<file path="config.mk">
export PLATFORM = sky130hd
export DESIGN_NAME = spi_encoder_link_flat
export DESIGN_NICKNAME = d
export VERILOG_FILES = /design/src/rtl/spi_encoder_link_if.sv /design/src/rtl/spi_encoder_link.sv /design/src/flat_wrapper.sv
export SDC_FILE = /design/constraint.sdc
export NUM_CORES = 1
export LEC_CHECK = 0
export ABC_AREA = 1
export BUFFER_PORTS_ARGS = -buffer_cell sky130_fd_sc_hd__buf_2
export CAP_MARGIN = 20
export CORE_MARGIN = 2
export CORE_UTILIZATION = 35
export CTS_BUF_LIST = sky130_fd_sc_hd__clkbuf_4 sky130_fd_sc_hd__clkbuf_8
export DETAILED_ROUTE_END_ITERATION = 10
export HOLD_SLACK_MARGIN = 0.12
export MAX_ROUTING_LAYER = met4
export SLEW_MARGIN = 20
export SYNTH_ARGS = -nofsm -noshare
export SYNTH_HDL_FRONTEND = slang
export SYNTH_SLANG_ARGS = --single-unit
export TNS_END_PERCENT = 20
</file>
<file path="constraint.sdc">
create_clock -name clk -period 5 [get_ports clk]
set_clock_uncertainty 0.05 [all_clocks]
set_input_delay 0.25 -clock clk [delete_from_list [all_inputs] [get_ports clk]]
set_output_delay 0.25 -clock clk [all_outputs]
set_load 0.02 [all_outputs]
</file>
<file path="src/rtl/spi_encoder_link_if.sv">
// Pin-level bundle between the host SPI bus / encoder pins and the link endpoint.
// slave = the endpoint, master = whatever drives the pins and consumes the PWM/encoder outputs.
interface spi_encoder_link_if #(
   parameter int CNT_W = 16,
   parameter int PWM_W = 11
);
   logic             spi_clk;
   logic             cs;
   logic             spi_incoming;
   logic             spi_outgoing;
   logic             enc_a;
   logic             enc_b;
   logic             enc_z;
   logic             wr_valid;
   logic [7:0]       motor_addr;
   logic [PWM_W-1:0] pwm_period;
   logic [PWM_W-1:0] period;
   logic [CNT_W-1:0] enc_count;
   logic             enc_dir;
   logic             frame_valid;

   modport slave (
      input  spi_clk, cs, spi_incoming, enc_a, enc_b, enc_z,
      output spi_outgoing, wr_valid, motor_addr, pwm_period, period,
             enc_count, enc_dir, frame_valid
   );

   modport master (
      output spi_clk, cs, spi_incoming, enc_a, enc_b, enc_z,
      input  spi_outgoing, wr_valid, motor_addr, pwm_period, period,
             enc_count, enc_dir, frame_valid
   );
endinterface

</file>
<file path="src/rtl/spi_encoder_link.sv">
// SPI mode-0 slave (oversampled in clk) with motor-PWM write/readback decode and a 4x quadrature counter.
// Optional: define ENC_INDEX_RESET_EN so a synced enc_z rising edge clears the position count.
module spi_encoder_link #(
   parameter int DATA_W      = 32,
   parameter int CNT_W       = 16,
   parameter int PWM_W       = 11,
   parameter int PERIOD_RST  = 1001,
   parameter int SYNC_STAGES = 2
) (
   input  logic clk,
   input  logic reset,
   spi_encoder_link_if.slave bus
);

   localparam int BC_W = $clog2(DATA_W + 1);
   localparam logic [BC_W-1:0] BC_FULL = BC_W'(DATA_W);
   localparam logic [BC_W-1:0] BC_LAST = BC_W'(DATA_W - 1);
   // Input bit order: 0 sclk, 1 cs, 2 enc_a, 3 enc_b, 4 enc_z, 5 mosi. cs idles high out of reset.
   localparam logic [5:0] SYNC_RST = 6'b00_0010;

   logic [SYNC_STAGES-1:0][5:0] sync_q;
   logic [4:0]                  prev_q;
   logic [5:0]                  cur;

   logic [DATA_W-1:0] tx_shift_q;
   logic [DATA_W-2:0] rx_shift_q;
   logic [DATA_W-1:0] rx_word_q;
   logic [BC_W-1:0]   bit_cnt_q;
   logic              frame_valid_q;

   logic             wr_valid_q;
   logic [7:0]       motor_addr_q;
   logic [PWM_W-1:0] pwm_period_q;
   logic [PWM_W-1:0] period_q;
   logic [7:0]       read_addr_q;

   logic [CNT_W-1:0] enc_count_q, enc_count_d;
   logic             enc_dir_q, enc_dir_d;

   logic [DATA_W-1:0] readback;
   logic sclk_rise, sclk_fall, cs_fall, cs_cur, mosi_cur;
   logic [1:0] pos_cur, pos_prev, step;

   always_ff @(posedge clk or posedge reset) begin
      if (reset) begin
         sync_q <= {SYNC_STAGES{SYNC_RST}};
         prev_q <= SYNC_RST[4:0];
      end else begin
         sync_q <= {sync_q[SYNC_STAGES-2:0],
                    {bus.spi_incoming, bus.enc_z, bus.enc_b, bus.enc_a, bus.cs, bus.spi_clk}};
         prev_q <= cur[4:0];
      end
   end

   assign cur       = sync_q[SYNC_STAGES-1];
   assign sclk_rise = cur[0] & ~prev_q[0];
   assign sclk_fall = ~cur[0] & prev_q[0];
   assign cs_cur    = cur[1];
   assign cs_fall   = ~cur[1] & prev_q[1];
   assign mosi_cur  = cur[5];

   always_comb begin
      readback = '0;
      case (read_addr_q)
         8'd0:    readback[PWM_W-1:0] = period_q;
         8'd1:    readback[CNT_W:0]   = {enc_dir_q, enc_count_q};
         default: readback            = rx_word_q;
      endcase
   end

   // Bits arriving after a full word but before cs rises are dropped by holding bit_cnt at DATA_W.
   always_ff @(posedge clk or posedge reset) begin
      if (reset) begin
         tx_shift_q    <= '0;
         rx_shift_q    <= '0;
         rx_word_q     <= '0;
         bit_cnt_q     <= '0;
         frame_valid_q <= 1'b0;
      end else begin
         frame_valid_q <= 1'b0;
         if (cs_fall) begin
            tx_shift_q <= readback;
            bit_cnt_q  <= '0;
         end else if (cs_cur) begin
            bit_cnt_q <= '0;
         end else begin
            if (sclk_rise && bit_cnt_q != BC_FULL) begin
               rx_shift_q <= {rx_shift_q[DATA_W-3:0], mosi_cur};
               bit_cnt_q  <= bit_cnt_q + BC_W'(1);
               if (bit_cnt_q == BC_LAST) begin
                  rx_word_q     <= {rx_shift_q, mosi_cur};
                  frame_valid_q <= 1'b1;
               end
            end
            if (sclk_fall) tx_shift_q <= {tx_shift_q[DATA_W-2:0], 1'b0};
         end
      end
   end

   always_ff @(posedge clk or posedge reset) begin
      if (reset) begin
         wr_valid_q   <= 1'b0;
         motor_addr_q <= '0;
         pwm_period_q <= '0;
         period_q     <= PWM_W'(PERIOD_RST);
         read_addr_q  <= '0;
      end else begin
         wr_valid_q <= 1'b0;
         if (frame_valid_q) begin
            case (rx_word_q[31:24])
               8'h00: begin
                  wr_valid_q   <= 1'b1;
                  motor_addr_q <= rx_word_q[PWM_W+7:PWM_W];
                  pwm_period_q <= rx_word_q[PWM_W-1:0];
                  period_q     <= rx_word_q[PWM_W-1:0];
               end
               8'h01:   read_addr_q <= rx_word_q[7:0];
               default: ;
            endcase
         end
      end
   end

   // Gray position 00,01,11,10 -> 0..3; a mod-4 difference of 2 means both bits moved together.
   assign pos_cur  = {cur[2], cur[2] ^ cur[3]};
   assign pos_prev = {prev_q[2], prev_q[2] ^ prev_q[3]};
   assign step     = pos_cur - pos_prev;

   always_comb begin
      enc_count_d = enc_count_q;
      enc_dir_d   = enc_dir_q;
      case (step)
         2'd1: begin
            enc_count_d = enc_count_q + CNT_W'(1);
            enc_dir_d   = 1'b1;
         end
         2'd3: begin
            enc_count_d = enc_count_q - CNT_W'(1);
            enc_dir_d   = 1'b0;
         end
         default: ;
      endcase
`ifdef ENC_INDEX_RESET_EN
      if (cur[4] & ~prev_q[4]) enc_count_d = '0;
`endif
   end

`ifndef ENC_INDEX_RESET_EN
   logic enc_z_unused;
   assign enc_z_unused = cur[4] ^ prev_q[4];
`endif

   always_ff @(posedge clk or posedge reset) begin
      if (reset) begin
         enc_count_q <= '0;
         enc_dir_q   <= 1'b0;
      end else begin
         enc_count_q <= enc_count_d;
         enc_dir_q   <= enc_dir_d;
      end
   end

   assign bus.spi_outgoing = ~cs_cur & tx_shift_q[DATA_W-1];
   assign bus.wr_valid     = wr_valid_q;
   assign bus.motor_addr   = motor_addr_q;
   assign bus.pwm_period   = pwm_period_q;
   assign bus.period       = period_q;
   assign bus.enc_count    = enc_count_q;
   assign bus.enc_dir      = enc_dir_q;
   assign bus.frame_valid  = frame_valid_q;

endmodule

</file>
<file path="src/flat_wrapper.sv">
// flat-port wrapper written by rule: the top's interface ports become plain ports
module spi_encoder_link_flat 
#(
   parameter int DATA_W      = 32,
   parameter int CNT_W       = 16,
   parameter int PWM_W       = 11,
   parameter int PERIOD_RST  = 1001,
   parameter int SYNC_STAGES = 2
)
  (clk, reset, bus_spi_clk, bus_cs, bus_spi_incoming, bus_enc_a, bus_enc_b, bus_enc_z, bus_spi_outgoing, bus_wr_valid, bus_motor_addr, bus_pwm_period, bus_period, bus_enc_count, bus_enc_dir, bus_frame_valid);
  spi_encoder_link_if #(.CNT_W(CNT_W), .PWM_W(PWM_W)) bus_i ();
  input  logic clk;
  input  logic reset;
  input wire logic [$bits(bus_i.spi_clk)-1:0] bus_spi_clk;
  input wire logic [$bits(bus_i.cs)-1:0] bus_cs;
  input wire logic [$bits(bus_i.spi_incoming)-1:0] bus_spi_incoming;
  input wire logic [$bits(bus_i.enc_a)-1:0] bus_enc_a;
  input wire logic [$bits(bus_i.enc_b)-1:0] bus_enc_b;
  input wire logic [$bits(bus_i.enc_z)-1:0] bus_enc_z;
  output wire logic [$bits(bus_i.spi_outgoing)-1:0] bus_spi_outgoing;
  output wire logic [$bits(bus_i.wr_valid)-1:0] bus_wr_valid;
  output wire logic [$bits(bus_i.motor_addr)-1:0] bus_motor_addr;
  output wire logic [$bits(bus_i.pwm_period)-1:0] bus_pwm_period;
  output wire logic [$bits(bus_i.period)-1:0] bus_period;
  output wire logic [$bits(bus_i.enc_count)-1:0] bus_enc_count;
  output wire logic [$bits(bus_i.enc_dir)-1:0] bus_enc_dir;
  output wire logic [$bits(bus_i.frame_valid)-1:0] bus_frame_valid;
  assign bus_i.spi_clk = bus_spi_clk;
  assign bus_i.cs = bus_cs;
  assign bus_i.spi_incoming = bus_spi_incoming;
  assign bus_i.enc_a = bus_enc_a;
  assign bus_i.enc_b = bus_enc_b;
  assign bus_i.enc_z = bus_enc_z;
  assign bus_spi_outgoing = bus_i.spi_outgoing;
  assign bus_wr_valid = bus_i.wr_valid;
  assign bus_motor_addr = bus_i.motor_addr;
  assign bus_pwm_period = bus_i.pwm_period;
  assign bus_period = bus_i.period;
  assign bus_enc_count = bus_i.enc_count;
  assign bus_enc_dir = bus_i.enc_dir;
  assign bus_frame_valid = bus_i.frame_valid;
  spi_encoder_link #(.DATA_W(DATA_W), .CNT_W(CNT_W), .PWM_W(PWM_W), .PERIOD_RST(PERIOD_RST), .SYNC_STAGES(SYNC_STAGES)) u_core (.clk(clk), .reset(reset), .bus(bus_i));
endmodule
</file>
==> flow_summary_export.csv, run 1 <==
group,metric,value,unit
sta,layout_min_cycle_time,3.37,ns
sta,grt_setup_unrepaired,"false",
drt,dr.first_iter.drc_count,354,
setup_path,timing.critical_path.from,"u_core.prev_q[2]",
logic_synthesis,synthMostInstantiatedCell,"nand2_1",
cts,cts.hold.buffers_added,6,
cts,tritoncts_num_sinks,168,
floorplanning,design.portCount,58,
power,p_per_area,417,nW/µm²
logic_synthesis,synth.distinct_cells,42,
cts,clock_insertion_delay_worst_skew,0.46,ns
sta,layout_worst_path_cycle_share,67.5,%
finish,diodes,0,
global_route,grt_pass1_vias,5701,
sta,timing.max_slew.rel_slack,37.5,%
power,report.power.total,3.67,mW
power,vdd.ir_drop.worst,203,µV
floorplanning,die-area,23500,µm²
cts,clock_tree.root_cell,"clkbuf_8",
power,power.share.switching,34.7,%
setup_path,crit_path_max_fanout,23,
global_route,largest_net_degree_at_the_start_of_global_routing,95,
power,p_seq_share,45.1,%
setup_path,reg2reg_depth,16,
power,power_frac_clock,30.9,%
sta,tightest_slew,0.935,ns
drt,viasPerCell,4.81,
placed_design,hpwlAfterDp,11.5,mm
drt,via_count,5907,
logic_synthesis,post_synth_inst_count,889,
cts,cts_buffers,17,
logic_synthesis,ys_top_cells_by_area,"dfrtp_1 51%, nand2_1 12%, o21ai_0 5.7%",
finish,fin_cells,1227,
setup_path,setup.worst_path.end,"u_core.bus.enc_count[12]",
floorplanning,dieWidth,153,µm
finish,n_fill_cell,2245,
cts,cts_setup_buffers,0,
sta,final-max-slew-violation-count,0,
drt,drt-wirelength-per-cell,14.1,µm
power,comb_power_share,24.0,%
power,p_sw,1.28,mW
logic_synthesis,synth_largest_type_area_fraction,50.6,%
setup_path,critPathCaptureType,"flip-flop",
logic_synthesis,synth_enable_flop_cells,0,
sta,fmax,297,MHz
logic_synthesis,synth_area_per_cell,8.78,µm²
drt,first_pass_iters,4,
global_route,total_track_usage,16.0,%
drt,detail-route-antenna-nets,0,
logic_synthesis,synth_area_leader_cell,"dfrtp_1",
worst_hold_path,min_path_type,"flip-flop to flip-flop",
floorplanning,placement_rows,54,
run_status,status,"finished clean",
cts,ctsResizeCount,0,
cts,clock_path_buffers,2,
drt,route.detailed.drc,0,
logic_synthesis,ys.flop_type,"dfrtp_1",
global_route,antenna_found_initial,0,
sta,final.setup.tns,0,ns
logic_synthesis,yosys_register_bits,168,
finish,synthToLayoutAreaGrowth,12.8,%
setup_path,worst_r2r_endpoint,"u_core.bus.enc_count[12]",
logic_synthesis,synth-async-reset-ratio,100,%
drt,detail_route.wirelength,17.3,mm
cts,clkSlewWorstSetupHoldPaths,0.10,ns
floorplanning,initial_core_util,35.7,%
run,max-cap-violations,0,
placed_design,dpl.cell_count,1189,
sta,timing_hold_violations_final,0,
logic_synthesis,mappedNetlistNets,901,
cts,h_tree_depth,4,
setup_path,critPathKind,"flip-flop to flip-flop",
finish,numnets_final,946,
logic_synthesis,synth.yosys.seq_area_share,54.0,%
setup_path,type_of_element_launching_the_critical_path,"flip-flop",
global_route,grt_first_pass_wirelength,29.5,mm
floorplanning,core_area,21900,µm²
setup_path,rrSetupSlack,1.63,ns
cts,clock_tree_from_tritoncts,"done",
logic_synthesis,synthesis.area,7810,µm²
setup_path,arr_time_crit_path,3.67,ns
global_route,grt-ovfl-total,0,
setup_path,crit_required,5.30,ns
placed_design,io_buffers,56,
logic_synthesis,post_synth_most_frequent_cells,"259 x nand2_1, 158 x dfrtp_1, 100 x inv_1, 89 x o21ai_0, 37 x nor2_1",
sta,setup_viol_count_final,0,
setup_path,critical_path.reg2reg.startpoint,"u_core.prev_q[2]",
power,p_leak,4.21,nW
finish,drive_above_1_share,16.6,%
logic_synthesis,synthesis.yosys.warnings,0,
placed_design,gp_congestion,0.828,
power,cell_int_power,2.40,mW
floorplanning,dieHeight,153,µm
finish,finish.utilization,40.2,%
[routing by layer]
layer	vias up	wire, µm	global-route usage [%]
li1	2962	-	-
met1	2841	8420	21.4
met2	91	8060	24.9
met3	13	576	3.37
met4	0	240	4.37
met5	-	0	-
[metrics by stage]
step / worst slack, ns / hold slack [ns] / area, µm²
finish: 1.63 / 0.305 / 8810
global route: 1.33 / 0.314 / 8810
CTS: 1.60 / 0.306 / 8800
detailed placement: 1.63 / 0.285 / 8270
global placement: 1.67 / 0.283 / 8270
floorplan: 0.170 / 0.204 / 7810
[critical path, stage by stage, from the launching register on]
cell	delay, ns
dfrtp_1	0.43
xor2_1	0.18
ha_1	0.82
inv_2	0.34
nand3_4	0.35
nand2_4	0.09
nand2_1	0.07
inv_1	0.04
ha_1	0.16
inv_1	0.05
nand2_1	0.07
nand2_1	0.14
nand2_1	0.12
nand3_1	0.11
nand3_1	0.08
nand3_1	0.09
nand2_1	0.06
[how the worst min path moves through the flow]
stage | slack [ns] | to | startpoint | cells after the start
global placement | 0.28 | u_core.cur[3] | u_core.sync_q[3] | 0
global route | 0.31 | u_core.cur[2] | u_core.sync_q[2] | 0
finish | 0.30 | u_core.cur[0] | u_core.sync_q[0] | 0
CTS | 0.31 | u_core.cur[0] | u_core.sync_q[0] | 0
floorplan | 0.20 | u_core.sync_q[1] | bus_cs | 0
detailed placement | 0.28 | u_core.cur[3] | u_core.sync_q[3] | 0
[registers in the layout, summed over array words and instances, names as in the netlist, 5 cells and up]
name and flops:
u_core.bus.pwm_period 7, u_core.cur 5, u_core.tx_shift_q 32, u_core.rx_word_q 32
u_core.bus.motor_addr 8, u_core.bit_cnt_q 6, u_core.bus.enc_count 16, u_core.sync_q 5
u_core.read_addr_q 8, u_core.bus.period 11, u_core.rx_shift_q 31
[cell usage in the layout, fill, tap and decap left out, drive strengths merged, types with 19 or more instances in the layout]
cell type  Yosys  layout
a21oi         20      20
buf           16      64
clkbuf        28      19
dfrtp        158     158
inv          107     109
nand2        279     279
nand3         29      29
nor2          47      47
o21ai        105     105
o221ai        19      19
[logic make-up (layout without fill, tap and decap cells)]
kind of cell,after synthesis,after routing,synth area share [%]
DFF,168,168,54.0
AOI/OAI and AO/OA,182,182,14.3
and+or+nand+nor,367,367,20.9
xor gates and xnor gates,15,15,1.92
buffers and inverters,153,211,8.24
adders and majority gates,4,4,0.641
[power groups by stage]
stage	registers [mW]	logic, mW	clock network, mW
6_report	1.66	0.882	1.13
5_1_grt	1.68	0.995	1.22
4_1_cts	1.65	0.891	1.16
3_5_place_dp	1.68	0.886	0
3_3_place_gp	1.68	0.870	0
2_1_floorplan	1.68	0.657	0
[area by class of cell]
cell class | count | area [µm²] | share of cell area, %
clock buffer | 19 | 255 | 2.90
timing repair buffer | 70 | 400 | 4.55
sequential | 168 | 4220 | 47.9
multi-input combinational | 568 | 2950 | 33.5
inverter | 109 | 414 | 4.70
tap | 280 | 350 | 3.98
clock inverter | 13 | 218 | 2.47
No activity file was read; power rests on OpenSTA's default activity.
==> inputs of run 2 (changes only) <==
--- a/config.mk
+++ b/config.mk
@@ -5,7 +5,7 @@
 export SDC_FILE = /design/constraint.sdc
 export NUM_CORES = 1
 export LEC_CHECK = 0
-export ABC_AREA = 1
+export ABC_AREA = 0
 export BUFFER_PORTS_ARGS = -buffer_cell sky130_fd_sc_hd__buf_2
 export CAP_MARGIN = 20
 export CORE_MARGIN = 2
==> constraint.sdc (replaced) <==
create_clock -name clk -period 3.3 [get_ports clk]
set_clock_uncertainty 0.05 [all_clocks]
set_input_delay 0.165 -clock clk [delete_from_list [all_inputs] [get_ports clk]]
set_output_delay 0.165 -clock clk [all_outputs]
set_load 0.02 [all_outputs]
==> flow_summary_export.csv, run 2 <==
group,metric,value,unit
logic_synthesis,synthMostInstantiatedCell,"dfrtp_1",
placed_design,dpl_worst_slack,0.492,ns
logic_synthesis,post_synth_most_frequent_cells,"158 x dfrtp_1, 98 x mux2_2, 41 x nor2_1, 34 x a21oi_1",
setup_path,crit_required,3.63,ns
floorplanning,dieHeight,146,µm
logic_synthesis,synthesis.yosys.warnings,0,
floorplanning,core_area,20000,µm²
cts,clock_tree.root_cell,"clkbuf_8",
setup_path,reg2reg_depth,10,
logic_synthesis,synthesis.area,7080,µm²
sta,final-max-slew-violation-count,0,
finish,synthToLayoutAreaGrowth,14.6,%
logic_synthesis,synth_enable_flop_cells,0,
finish,reg.largest.list,"u_core.rx_word_q: 32 flops, u_core.tx_shift_q: 32 flops, u_core.rx_shift_q: 31 flops",
floorplanning,die-area,21400,µm²
power,p_per_area,583,nW/µm²
logic_synthesis,post_synth_inst_count,551,
finish,layout_common_cells,"158 x dfrtp_1, 98 x mux2_2, 56 x buf_2",
placed_design,io_buffers,56,
setup_path,type_of_element_launching_the_critical_path,"flip-flop",
sta,layout_min_cycle_time,2.84,ns
setup_path,critical_path.reg2reg.startpoint,"u_core.cur[2]",
drt,viasPerCell,4.93,
cts,clock_tree_from_tritoncts,"done",
setup_path,critPathKind,"flip-flop to flip-flop",
global_route,largest_net_degree_at_the_start_of_global_routing,76,
setup_path,setup.worst_path.end,"u_core.bus.enc_count[12]",
setup_path,worst_r2r_endpoint,"u_core.bus.enc_count[12]",
power,p_leak,3.83,nW
setup_path,crit_path_max_fanout,11,
finish,n_fill_cell,1986,
sta,layout_worst_path_cycle_share,86.0,%
global_route,grt-ovfl-total,0,
setup_path,timing.critical_path.from,"u_core.cur[2]",
power,p_seq_share,52.0,%
placed_design,gp_congestion,0.811,
finish,finish.utilization,40.5,%
logic_synthesis,synth_area_leader_cell,"dfrtp_1",
floorplanning,initial_core_util,35.3,%
floorplanning,design.portCount,58,
finish,mostFrequentLayoutCell,"dfrtp_1",
logic_synthesis,synth.distinct_cells,51,
floorplanning,dieWidth,146,µm
cts,clkSlewWorstSetupHoldPaths,0.10,ns
cts,tritoncts_num_sinks,168,
setup_path,arr_time_crit_path,3.16,ns
worst_hold_path,min_path_type,"primary input to async pin",
sta,fmax,352,MHz
sta,timing_hold_violations_final,0,
finish,numnets_final,619,
drt,route.detailed.drc,0,
logic_synthesis,ys.flop_type,"dfrtp_1",
global_route,grt_pass1_vias,4536,
floorplanning,placement_rows,52,
finish,seq_area,4220,µm²
cts,clock_insertion_delay_worst_skew,0.46,ns
power,vdd.ir_drop.worst,220,µV
cts,clock_path_buffers,2,
logic_synthesis,synth.yosys.seq_area_share,59.6,%
setup_path,critPathCaptureType,"flip-flop",
sta,timing.max_slew.rel_slack,44.4,%
sta,grt_setup_unrepaired,"false",
cts,cts_buffers,17,
placed_design,hpwlAfterDp,9.61,mm
drt,detail_route.wirelength,13.8,mm
sta,final.setup.tns,0,ns
logic_synthesis,synth_area_per_cell,12.8,µm²
global_route,total_track_usage,14.1,%
logic_synthesis,synth_largest_type_area_fraction,55.9,%
sta,post-route-worst-setup-slack,0.461,ns
cts,cts_setup_buffers,0,
drt,dr.first_iter.drc_count,238,
run_status,status,"finished clean",
logic_synthesis,synth-async-reset-ratio,100,%
power,p_sw,1.41,mW
drt,first_pass_iters,4,
cts,h_tree_depth,4,
global_route,antenna_found_initial,0,
power,cell_int_power,3.32,mW
sta,tightest_slew,0.831,ns
sta,setup_viol_count_final,0,
drt,via_count,4390,
drt,drt-wirelength-per-cell,15.5,µm
run,max-cap-violations,0,
power,power_frac_clock,34.5,%
power,power.share.switching,29.8,%
logic_synthesis,yosys_register_bits,168,
finish,multi_input_area,2650,µm²
setup_path,rrSetupSlack,0.46,ns
finish,drive_above_1_share,35.5,%
finish,diodes,0,
power,comb_power_share,13.5,%
global_route,grt_first_pass_wirelength,23.5,mm
drt,detail-route-antenna-nets,0,
logic_synthesis,mappedNetlistNets,563,
logic_synthesis,ys_top_cells_by_area,"dfrtp_1 56%, mux2_2 16%, dfstp_2 3.7%",
==> run 2: cell count changes in the layout (fill, tap and decap cells not counted), moves of 13 or more <==
cell and delta:
a21oi_1 +14, inv_1 -92, mux2_2 +98, mux2i_1 +14, nand2_1 -241, nand2_2 -13, nand3_1 -17, o21ai_0 -80
o21ai_1 -15, o221ai_1 -19
==> run 2: cell families after synthesis <==
kind of cell    count (synthesis)  share of synthesized area [%]
simple gates                  111                           8.13
xor+xnor                       24                           3.16
mux                           112                           17.6
compound gates                 88                           7.76
flops                         168                           59.6
fa+ha+maj                       4                          0.707
buf+inv                        44                           3.11
==> run 2: through the flow <==
stage	cell area, µm²	power, mW	instances	hold slack [ns]
2_1_floorplan	7080	2.91	551	0.119
3_3_place_gp	7610	3.11	852	0.215
3_5_place_dp	7610	3.14	852	0.223
4_1_cts	8120	4.79	890	0.260
5_1_grt	8120	4.98	890	0.264
6_report	8120	4.73	890	0.276
==> run 2: cell type report <==
class / count / area share, %
flip-flops and latches: 168 / 52.0
multi-input cells: 339 / 32.6
repair buffers: 73 / 5.37
well taps: 270 / 4.16
clock buffers: 17 / 2.88
clock inverters: 15 / 2.62
inverters: 8 / 0.416
==> run 2: metal layers <==
metal / GRT usage [%] / part of all wire (%) / routed length (µm) / up-vias
met5: - / 0 / 0 / -
met4: 5.10 / 1.5 / 213 / 0
met1: 18.6 / 47 / 6470 / 2226
met2: 21.4 / 48 / 6640 / 66
met3: 3.38 / 3.4 / 463 / 15
li1: - / - / - / 2083
==> run 2: worst min path at each step <==
stage	to	slack, ns
final	u_core.rx_word_q[16]	0.28
after detailed placement	u_core.bus.motor_addr[5]	0.22
after global placement	u_core.bus.motor_addr[7]	0.22
after CTS	u_core.sync_q[3]	0.26
after floorplan	u_core.sync_q[1]	0.12
after global routing	u_core.sync_q[2]	0.26
==> run 2: power by group through the flow <==
stage	logic, mW	clock network [mW]	registers (mW)
2_1_floorplan	0.412	0	2.50
3_3_place_gp	0.618	0	2.49
3_5_place_dp	0.641	0	2.50
4_1_cts	0.650	1.68	2.46
5_1_grt	0.707	1.77	2.50
6_report	0.640	1.63	2.46
==> run 2: critical path, stage by stage, from the launching register on <==
cell     delay [ns]
dfrtp_1        0.43
xnor2_1        0.17
ha_1           0.17
xnor3_1        0.25
or2_2          0.39
xnor2_1        0.16
ha_1           0.25
nor4_1         0.26
nand3_1        0.19
o22ai_1        0.26
xor2_1         0.18
==> run 2: timing repair <==
action | in CTS | in global routing
endpoints found under the hold margin | 30 | 0
hold buffers | 6 | 0
resized for setup | 0 | 0
==> inputs of run 3 (changes only) <==
--- a/config.mk
+++ b/config.mk
@@ -12,8 +12,7 @@
 export CORE_UTILIZATION = 35
 export CTS_BUF_LIST = sky130_fd_sc_hd__clkbuf_4 sky130_fd_sc_hd__clkbuf_8
 export DETAILED_ROUTE_END_ITERATION = 10
-export HOLD_SLACK_MARGIN = 0.12
-export MAX_ROUTING_LAYER = met4
+export HOLD_SLACK_MARGIN = 0.02
 export SLEW_MARGIN = 20
 export SYNTH_ARGS = -nofsm -noshare
 export SYNTH_HDL_FRONTEND = slang
==> flow_summary_export.csv, run 3 (synthesized netlist as in run 2, its figures left out) <==
group,metric,value,unit
global_route,antenna_found_initial,0,
finish,final_area,8120,µm²
finish,finish.utilization,40.5,%
placed_design,dpl_worst_slack,0.492,ns
setup_path,max_stage_delay_on_crit_path,0.43,ns
sta,layout_min_cycle_time,2.84,ns
cts,ctsResizeCount,0,
floorplanning,dieHeight,146,µm
placed_design,gp_congestion,0.799,
finish,diodes,0,
worst_hold_path,min_path_type,"primary input to async pin",
finish,reg.largest.list,"u_core.rx_word_q: 32 flops, u_core.tx_shift_q: 32 flops, u_core.rx_shift_q: 31 flops",
setup_path,critPathKind,"flip-flop to flip-flop",
sta,layout_worst_path_cycle_share,85.9,%
setup_path,critPathCaptureType,"flip-flop",
cts,clkSlewWorstSetupHoldPaths,0.10,ns
floorplanning,core_area,20000,µm²
global_route,grt_pass1_vias,4547,
drt,detail-route-antenna-nets,0,
cts,clock_tree_from_tritoncts,"done",
drt,detail_route.wirelength,13.8,mm
drt,via_count,4387,
cts,cts.hold.buffers_added,6,
cts,clock_tree.root_cell,"clkbuf_8",
cts,cts_setup_buffers,0,
sta,setup_viol_count_final,0,
cts,h_tree_depth,4,
setup_path,crit_path_max_fanout,11,
setup_path,crit_required,3.62,ns
sta,timing_hold_violations_final,0,
global_route,grt-ovfl-total,0,
run_status,status,"finished clean",
finish,drive_above_1_share,35.5,%
drt,first_pass_iters,4,
floorplanning,initial_core_util,35.3,%
floorplanning,dieWidth,146,µm
setup_path,path_cells,"xnor2_1 -> ha_1 -> xnor3_1 -> or2_2 -> xnor2_1 -> ha_1 -> nor4_1 -> nand3_1 -> o22ai_1 -> xor2_1",
floorplanning,die-area,21400,µm²
global_route,total_track_usage,13.7,%
placed_design,dpl.cell_count,852,
placed_design,io_buffers,56,
power,p_leak,3.83,nW
cts,clock_path_buffers,2,
run,max-cap-violations,0,
sta,post-route-worst-setup-slack,0.465,ns
placed_design,area_post_placement,7610,µm²
drt,route.detailed.drc,0,
finish,multi_input_area,2650,µm²
power,p_per_area,583,nW/µm²
sta,fmax,353,MHz
floorplanning,placement_rows,52,
power,report.power.total,4.73,mW
sta,tightest_slew,0.855,ns
sta,final-max-slew-violation-count,0,
finish,mostFrequentLayoutCell,"dfrtp_1",
placed_design,hpwlAfterDp,9.61,mm
sta,timing.max_slew.rel_slack,42.8,%
setup_path,type_of_element_launching_the_critical_path,"flip-flop",
drt,viasPerCell,4.93,
power,vdd.ir_drop.worst,220,µV
finish,synthToLayoutAreaGrowth,14.6,%
cts,tritoncts_num_sinks,168,
finish,numnets_final,619,
sta,worst_hold_slack,0.275,ns
finish,fin_cells,890,
global_route,grt_first_pass_wirelength,23.5,mm
drt,dr.first_iter.drc_count,217,
setup_path,critical_path.slowest_cell,"dfrtp_1",
finish,seq_area,4220,µm²
setup_path,arr_time_crit_path,3.16,ns
sta,grt_setup_unrepaired,"false",
drt,drt-wirelength-per-cell,15.5,µm
floorplanning,design.portCount,58,
sta,final.setup.tns,0,ns
finish,layout_common_cells,"158 x dfrtp_1, 98 x mux2_2, 56 x buf_2",
finish,n_fill_cell,1986,
cts,clock_insertion_delay_worst_skew,0.45,ns
global_route,largest_net_degree_at_the_start_of_global_routing,76,
cts,cts_buffers,17,
setup_path,rrSetupSlack,0.46,ns
## run 3: cell counts in the layout (fill, tap and decap cells not counted)
No cell type changed its count.
## run 3: metal layers
metal / up-vias / track usage [%] / wire, µm
met5: - / 0 / 0
met4: 0 / 5.24 / 215
met3: 16 / 3.16 / 503
met2: 79 / 21.4 / 6670
met1: 2210 / 18.5 / 6430
li1: 2082 / - / -
## run 3: critical path, delay by kind of cell (launching register included)
family / cells / cell delay (ns)
flip-flops: 1 / 0.43
XOR/XNOR: 4 / 0.76
adder cells (fa/ha/maj): 2 / 0.42
AO/OA/AOI/OAI: 1 / 0.26
AND/OR/NAND/NOR: 3 / 0.83
## run 3: report_power, final
part,internal (mW),switching [mW]
registers,2.22,0.242
clock network,0.841,0.794
logic,0.263,0.376
## run 3: final cells by class
type | count | area share [%]
clock inverters | 15 | 2.62
repair buffers | 73 | 5.37
clock buffers | 17 | 2.88
multi-input cells | 339 | 32.6
flip-flops and latches | 168 | 52.0
well taps | 270 | 4.16
inverters | 8 | 0.416
## run 3: worst paths after layout
path / startpoint / end / cells past startpoint
max: u_core.cur[2] / u_core.bus.enc_count[12] / 10
max reg2reg: u_core.cur[2] / u_core.bus.enc_count[12] / 10
max in group asynchronous: reset / u_core.cur[1] / 4
min reg2reg: u_core.sync_q[2] / u_core.cur[2] / 0
min in group clk: bus_enc_b / u_core.sync_q[3] / 2
min: reset / u_core.rx_word_q[16] / 3
